**src/rtl/palette_arbiter_if.sv**
```systemverilog
// Request/response and palette-ROM signals shared between the arbiter and its clients.
// slave is the arbiter's view; master is the client/ROM side.
interface palette_arbiter_if;
    logic       bg_req;
    logic [3:0] bg_idx;
    logic       bg_gnt;
    logic       sp_req;
    logic [3:0] sp_idx;
    logic       sp_gnt;
    logic       bg_vld;
    logic [5:0] bg_color;
    logic       sp_vld;
    logic [5:0] sp_color;
    logic [4:0] rom_addr;
    logic [7:0] rom_dout;

    modport slave (
        input  bg_req, bg_idx, sp_req, sp_idx, rom_dout,
        output bg_gnt, sp_gnt, bg_vld, bg_color, sp_vld, sp_color, rom_addr
    );

    modport master (
        output bg_req, bg_idx, sp_req, sp_idx, rom_dout,
        input  bg_gnt, sp_gnt, bg_vld, bg_color, sp_vld, sp_color, rom_addr
    );
endinterface

```
**src/rtl/palette_arbiter.sv**
```systemverilog
// Two-client palette lookup: background and sprite share one synchronous ROM port,
// color-0 entries come from a cached backdrop register; both paths have 2-cycle latency.
module palette_arbiter #(
    parameter bit BACKDROP_EN = 1'b1
) (
    input  logic              clk,
    input  logic              rst_n,
    input  logic              reload,
    palette_arbiter_if.slave  bus
);

    typedef enum logic [1:0] {INIT_RD, INIT_CAP, RUN} state_t;

    state_t     state;
    state_t     state_next;
    logic       run;
    logic       ptr_bg_last;
    logic [5:0] backdrop;

    logic       bg_bd, sp_bd;
    logic       bg_rom, sp_rom;
    logic       bg_win, sp_win;
    logic       bg_gnt_c, sp_gnt_c;
    logic [4:0] rom_addr_c;

    logic       bg_p1, bg_p1_bd, sp_p1, sp_p1_bd;
    logic       bg_vld_q, sp_vld_q;
    logic [5:0] bg_color_q, sp_color_q;
    logic       rom_dout_unused;

    assign rom_dout_unused = ^bus.rom_dout[7:6];

    assign bg_bd  = BACKDROP_EN && (bus.bg_idx[1:0] == 2'b00);
    assign sp_bd  = BACKDROP_EN && (bus.sp_idx[1:0] == 2'b00);
    assign bg_rom = bus.bg_req && !bg_bd;
    assign sp_rom = bus.sp_req && !sp_bd;
    // On a ROM tie the requester that did not win the previous tie takes the port.
    assign bg_win = bg_rom && (!sp_rom || !ptr_bg_last);
    assign sp_win = sp_rom && (!bg_rom || ptr_bg_last);

    always_ff @(posedge clk or negedge rst_n) begin
        if (!rst_n) begin
            state <= INIT_RD;
        end else begin
            state <= state_next;
        end
    end

    always_comb begin
        state_next = state;
        run        = 1'b0;
        bg_gnt_c   = 1'b0;
        sp_gnt_c   = 1'b0;
        rom_addr_c = '0;
        case (state)
            INIT_RD:  state_next = INIT_CAP;
            INIT_CAP: state_next = RUN;
            RUN: begin
                run      = 1'b1;
                bg_gnt_c = (bus.bg_req && bg_bd) || bg_win;
                sp_gnt_c = (bus.sp_req && sp_bd) || sp_win;
                if (bg_win) begin
                    rom_addr_c = {1'b0, bus.bg_idx};
                end else if (sp_win) begin
                    rom_addr_c = {1'b1, bus.sp_idx};
                end
                if (reload) begin
                    state_next = INIT_RD;
                end
            end
            default:  state_next = INIT_RD;
        endcase
    end

    // Stage 1 tracks the ROM read in flight; stage 2 picks ROM data or the backdrop,
    // which keeps both paths at equal latency so per-client ordering is preserved.
    always_ff @(posedge clk or negedge rst_n) begin
        if (!rst_n) begin
            ptr_bg_last <= 1'b1;
            backdrop    <= '0;
            bg_p1       <= 1'b0;
            bg_p1_bd    <= 1'b0;
            sp_p1       <= 1'b0;
            sp_p1_bd    <= 1'b0;
            bg_vld_q    <= 1'b0;
            sp_vld_q    <= 1'b0;
            bg_color_q  <= '0;
            sp_color_q  <= '0;
        end else begin
            bg_p1    <= bg_gnt_c;
            bg_p1_bd <= bg_bd;
            sp_p1    <= sp_gnt_c;
            sp_p1_bd <= sp_bd;
            bg_vld_q <= bg_p1;
            sp_vld_q <= sp_p1;
            if (bg_p1) begin
                bg_color_q <= bg_p1_bd ? backdrop : bus.rom_dout[5:0];
            end
            if (sp_p1) begin
                sp_color_q <= sp_p1_bd ? backdrop : bus.rom_dout[5:0];
            end
            if (run && bg_rom && sp_rom) begin
                ptr_bg_last <= bg_win;
            end
            if (state == INIT_CAP) begin
                backdrop <= bus.rom_dout[5:0];
            end
        end
    end

    assign bus.bg_gnt   = bg_gnt_c;
    assign bus.sp_gnt   = sp_gnt_c;
    assign bus.rom_addr = rom_addr_c;
    assign bus.bg_vld   = bg_vld_q;
    assign bus.sp_vld   = sp_vld_q;
    assign bus.bg_color = bg_color_q;
    assign bus.sp_color = sp_color_q;

endmodule

```
**src/flat_wrapper.sv**
```systemverilog
// flat-port wrapper written by rule: the top's interface ports become plain ports
module palette_arbiter_flat 
#(
    parameter bit BACKDROP_EN = 1'b1
)
  (clk, rst_n, reload, bus_bg_req, bus_bg_idx, bus_sp_req, bus_sp_idx, bus_rom_dout, bus_bg_gnt, bus_sp_gnt, bus_bg_vld, bus_bg_color, bus_sp_vld, bus_sp_color, bus_rom_addr);
  palette_arbiter_if bus_i ();
  input  logic clk;
  input  logic rst_n;
  input  logic reload;
  input wire logic [$bits(bus_i.bg_req)-1:0] bus_bg_req;
  input wire logic [$bits(bus_i.bg_idx)-1:0] bus_bg_idx;
  input wire logic [$bits(bus_i.sp_req)-1:0] bus_sp_req;
  input wire logic [$bits(bus_i.sp_idx)-1:0] bus_sp_idx;
  input wire logic [$bits(bus_i.rom_dout)-1:0] bus_rom_dout;
  output wire logic [$bits(bus_i.bg_gnt)-1:0] bus_bg_gnt;
  output wire logic [$bits(bus_i.sp_gnt)-1:0] bus_sp_gnt;
  output wire logic [$bits(bus_i.bg_vld)-1:0] bus_bg_vld;
  output wire logic [$bits(bus_i.bg_color)-1:0] bus_bg_color;
  output wire logic [$bits(bus_i.sp_vld)-1:0] bus_sp_vld;
  output wire logic [$bits(bus_i.sp_color)-1:0] bus_sp_color;
  output wire logic [$bits(bus_i.rom_addr)-1:0] bus_rom_addr;
  assign bus_i.bg_req = bus_bg_req;
  assign bus_i.bg_idx = bus_bg_idx;
  assign bus_i.sp_req = bus_sp_req;
  assign bus_i.sp_idx = bus_sp_idx;
  assign bus_i.rom_dout = bus_rom_dout;
  assign bus_bg_gnt = bus_i.bg_gnt;
  assign bus_sp_gnt = bus_i.sp_gnt;
  assign bus_bg_vld = bus_i.bg_vld;
  assign bus_bg_color = bus_i.bg_color;
  assign bus_sp_vld = bus_i.sp_vld;
  assign bus_sp_color = bus_i.sp_color;
  assign bus_rom_addr = bus_i.rom_addr;
  palette_arbiter #(.BACKDROP_EN(BACKDROP_EN)) u_core (.clk(clk), .rst_n(rst_n), .reload(reload), .bus(bus_i));
endmodule
```
**config.mk**
```make
export PLATFORM = sky130hd
export DESIGN_NAME = palette_arbiter_flat
export DESIGN_NICKNAME = d
export VERILOG_FILES = /design/src/rtl/palette_arbiter_if.sv /design/src/rtl/palette_arbiter.sv /design/src/flat_wrapper.sv
export SDC_FILE = /design/constraint.sdc
export NUM_CORES = 1
export LEC_CHECK = 0
export CAP_MARGIN = 20
export CORE_ASPECT_RATIO = 0.9
export CORE_MARGIN = 8
export CORE_UTILIZATION = 43
export CTS_CLUSTER_SIZE = 20
export DETAILED_ROUTE_END_ITERATION = 6
export PLACE_DENSITY = 0.84
export RECOVER_POWER = 25
export SETUP_SLACK_MARGIN = 0.02
export SLEW_MARGIN = 40
export SYNTH_ARGS = -nofsm -noshare
export SYNTH_HDL_FRONTEND = slang
export SYNTH_SLANG_ARGS = --single-unit
```
**constraint.sdc**
```tcl
create_clock -name clk -period 1.65 [get_ports clk]
set_input_delay 0.4125 -clock clk [delete_from_list [all_inputs] [get_ports clk]]
set_output_delay 0.4125 -clock clk [all_outputs]
set_load 0.01 [all_outputs]
```
==> summary.md <==
| Metric | Value |
|---|---|
| CP Buf/Inv Count | `3` |
| Switching part of the total power | `34.5%` |
| Placed Instance Area | `between 1500 and 2000 sq um` |
| Die X-Extent | `70.8 um` |
| Vias per cell | `5.19` |
| Cell family with most CP delay | `flip-flops` |
| Register area | `677 sq um` |
| Failing checks | `setup timing` |
| Sequential share of the synthesized area | `roughly three fifths` |
| Leak pwr | `0.816 nW` |
| Yosys warnings | `0` |
| # setup viols final | `7` |
| Clock root cell | `clkbuf_4` |
| Vias in the first global route | `around 1.1k` |
| Area of the multi-input gates | `473 sq um` |
| Initial Utilization | `43.7%` |
| CP Data Arrival Time | `1.78 ns` |
| Min cycle time layout | `2.19 ns` |
| HPWL Detailed | `2240 um` |
| CTS Buf Count | `3` |
| Final hold slack | `~0.53 ns` |
| Area growth syn-to-layout | `49.4%` |
| Fin Setup TNS | `-3.02 ns` |
| Max-Slew Margin vs Limit | `56.9%` |
| TritonCTS clock tree | `done` |
| Die Height | `65.3 um` |
| RSZ-0062 raised after global routing | `yes` |
| Clk pwr share | `11.5%` |
| Fmax | `roughly 460 MHz` |
| Routed Antenna Nets | `0` |
| Slowest stage cell, crit path | `dfrtp_1` |
| DRT Wirelength | `2930 um` |
| Fin worst setup slack | `-0.545 ns` |
| Period Utilization, post-route | `133%` |
| Fillers | `221` |
| Routability congestion estimate from global placement | `0.836` |
| Req. time, crit path | `1.24 ns` |
| Clock Sinks | `27` |
| 1st-iter DRT viols | `12` |
| Clock transition at the registers of the reported paths | `0.14 ns` |
| Register bit total from synthesis | `27` |
| CP Max Fanout | `3` |
| Worst vdd ir | `0.000602 V` |
| Kind of critical path | `flip-flop to output pin` |
| Slew Viols, Final | `0` |
| Power Density | `1450 nW/um^2` |
| First-pass GRT wire length | `4930 um` |
| H-tree Lvls | `1` |
| N_diodes | `0` |
| Final Hold Vio Count | `0` |
| Tightest Hold Check Type | `flip-flop to flip-flop` |
| Initial antenna violation count | `0` |
| Hold wc startpoint | `u_core.bus.sp_color[1]` |
| Gr ovfl total | `0` |
| Cell chain of the critical path | `or2b_1 > a311oi_4 > buf_4 > buf_6 > a32o_2 > buf_6` |
| Row count | `18` |
| Post-Synthesis Cells | `96` |
| Hold path cells | `2` |
| Status | `complete, but fails checks` |
| Mapped Area | `1160 sq um` |
| Clock latency on the worst-skew pair | `0.34 ns` |
| IO Port Bufs | `39` |
| Cell mode on critical path | `buf_6` |
| Slew @ Worst Pin | `approximately 0.65 ns` |
| GRT Overall Usage | `13.5%` |
| Layout cells sized above 1 | `28.3%` |
| # hold bufs at CTS | `0` |
| WL per Instance | `16.1 um` |
| Startpoint type of the worst setup path | `flip-flop` |
| Post-Synthesis Net Count | `~120` |
| Layout net count | `174` |
| Initial DRT Pass Iterations | `2` |
| Crit-path max cell delay | `0.42 ns` |
| P_sw | `0.867 mW` |
| Clock Skew | `0.00363 ns` |
| Critical Path Start | `u_core.state[0]` |
| Max_cap viols | `0` |
| DR DRC count | `0` |
| Mean Syn Cell Area | `12.1 sq um` |
| P_int | `around 1.6 mW` |
| Library cells used by synthesis | `23` |
| Pin count of the biggest net entering global routing | `28` |
| Critical Path End Type | `output pin` |
| Seq pwr share | `44.9%` |
| CTS max path bufs | `2` |
| Ports | `42` |
| Total die area | `roughly 4600 sq um` |
| Post-Place Setup Slack | `-1.00 ns` |
| Core area | `2660 sq um` |
| Post-route cell area | `approximately 1700 sq um` |
| Worst-case reg-to-reg path depth | `6` |
| Share of total power in combinational logic | `43.6%` |
| Reg-to-reg startpoint | `u_core.state[0]` |
| WP depth | `6` |
| Vias | `945` |
==> metrics by stage <==
step | utilization, % | std cells | total power, mW
after floorplan | - | 96 | 1.63
after global placement | 62.2 | 171 | 2.20
after detailed placement | 62.2 | 171 | 2.26
after CTS | 64.8 | 181 | 2.50
after global routing | 65.3 | 182 | 2.69
final | 65.3 | 182 | 2.51
==> cell type report <==
| class | count | share of cell area [%] |
|---|---|---|
| inverter | 3 | 0.648 |
| sequential | 27 | 39.0 |
| timing repair buffer | 57 | 29.5 |
| tap | 30 | 2.16 |
| multi-input combinational | 61 | 27.2 |
| clock buffer | 4 | 1.51 |
==> power groups by stage <==
stage               registers, mW  logic [mW]  clock network (mW)
floorplan                    1.17       0.467                   0
global placement             1.13        1.08                   0
detailed placement           1.15        1.11                   0
CTS                          1.13        1.08               0.289
global route                 1.17        1.20               0.319
finish                       1.13        1.10               0.290
==> Yosys cell counts <==
library cell,instances,area [sq um]
dfrtp_1,26,651
nor2_1,14,52.6
a21oi_1,13,65.1
mux2i_1,12,120
mux2_2,6,67.6
clkbuf_1,4,15.0
inv_1,3,11.3
a22o_1,2,17.5
a32o_2,2,22.5
a311oi_4,1,26.3
a31oi_1,1,6.26
a41o_2,1,11.3
buf_2,1,5.00
dfstp_2,1,26.3
nand2b_1,1,6.26
nand3b_1,1,7.51
nor3_1,1,5.00
o21a_1,1,7.51
o21ai_0,1,5.00
o21ai_2,1,8.76
or2_4,1,8.76
or2b_1,1,7.51
xnor2_1,1,8.76
==> cell usage in the layout, fill, tap and decap left out, types with 3 or more instances in the layout <==
cell type	netlist	layout
clkdlybuf4s50_1	0	11
clkbuf_4	0	3
mux2i_1	12	12
nor2_1	14	14
buf_6	0	8
buf_4	0	15
dfrtp_1	26	26
a21oi_1	13	12
mux2_2	6	6
inv_1	3	3
dlygate4sd2_1	0	19
==> logic make-up after synthesis <==
| logic type | count (synthesis) | synth area share (%) |
|---|---|---|
| muxes | 18 | 16.1 |
| DFF | 27 | 58.2 |
| xor gates and xnor gates | 1 | 0.754 |
| buffers and inverters | 8 | 2.69 |
| and+or+nand+nor | 19 | 7.54 |
| AOI/OAI and AO/OA | 23 | 14.6 |
==> final timing paths <==
path	end	slack, ns
max	bus_rom_addr[3]	-0.54
min	u_core.bus.sp_color[1]	0.53
max reg2reg	u_core.sp_p1	0.18
min reg2reg	u_core.bus.sp_color[1]	0.53
max in group asynchronous	u_core.bg_p1_bd	0.62
min in group asynchronous	u_core.bus.sp_color[5]	0.62
==> state kept, by name, indices dropped and copies added (netlist names) <==
| register | flops |
|---|---|
| u_core.backdrop | 6 |
| u_core.bus.bg_vld | 1 |
| u_core.bg_p1_bd | 1 |
| u_core.ptr_bg_last | 1 |
| u_core.sp_p1_bd | 1 |
| u_core.state | 2 |
| u_core.bus.bg_color | 6 |
| u_core.bus.sp_vld | 1 |
| u_core.bg_p1 | 1 |
| u_core.sp_p1 | 1 |
| u_core.bus.sp_color | 6 |
==> routing by layer <==
layer / wire, um / global-route usage [%] / up-vias / part of all wire [%]
met3: 231 / 5.47 / 9 / 7.9
met2: 1450 / 23.1 / 37 / 49
met4: 78 / 7.77 / 0 / 2.7
met5: 0 / 0 / - / 0
li1: - / - / 455 / -
met1: 1180 / 14.0 / 444 / 40
==> worst min-delay path, cell delays in order, from the launching register on <==
cell     delay, ns
dfrtp_1       0.37
nor2_1        0.04
a21oi_1       0.10
==> timing repair <==
item	in CTS	in global routing
gates resized for setup	57	2
pin swaps	4	0
setup buffers	7	2
gates cloned	0	0
setup endpoints to repair	20	8
Power figures use the tool's default switching activity.
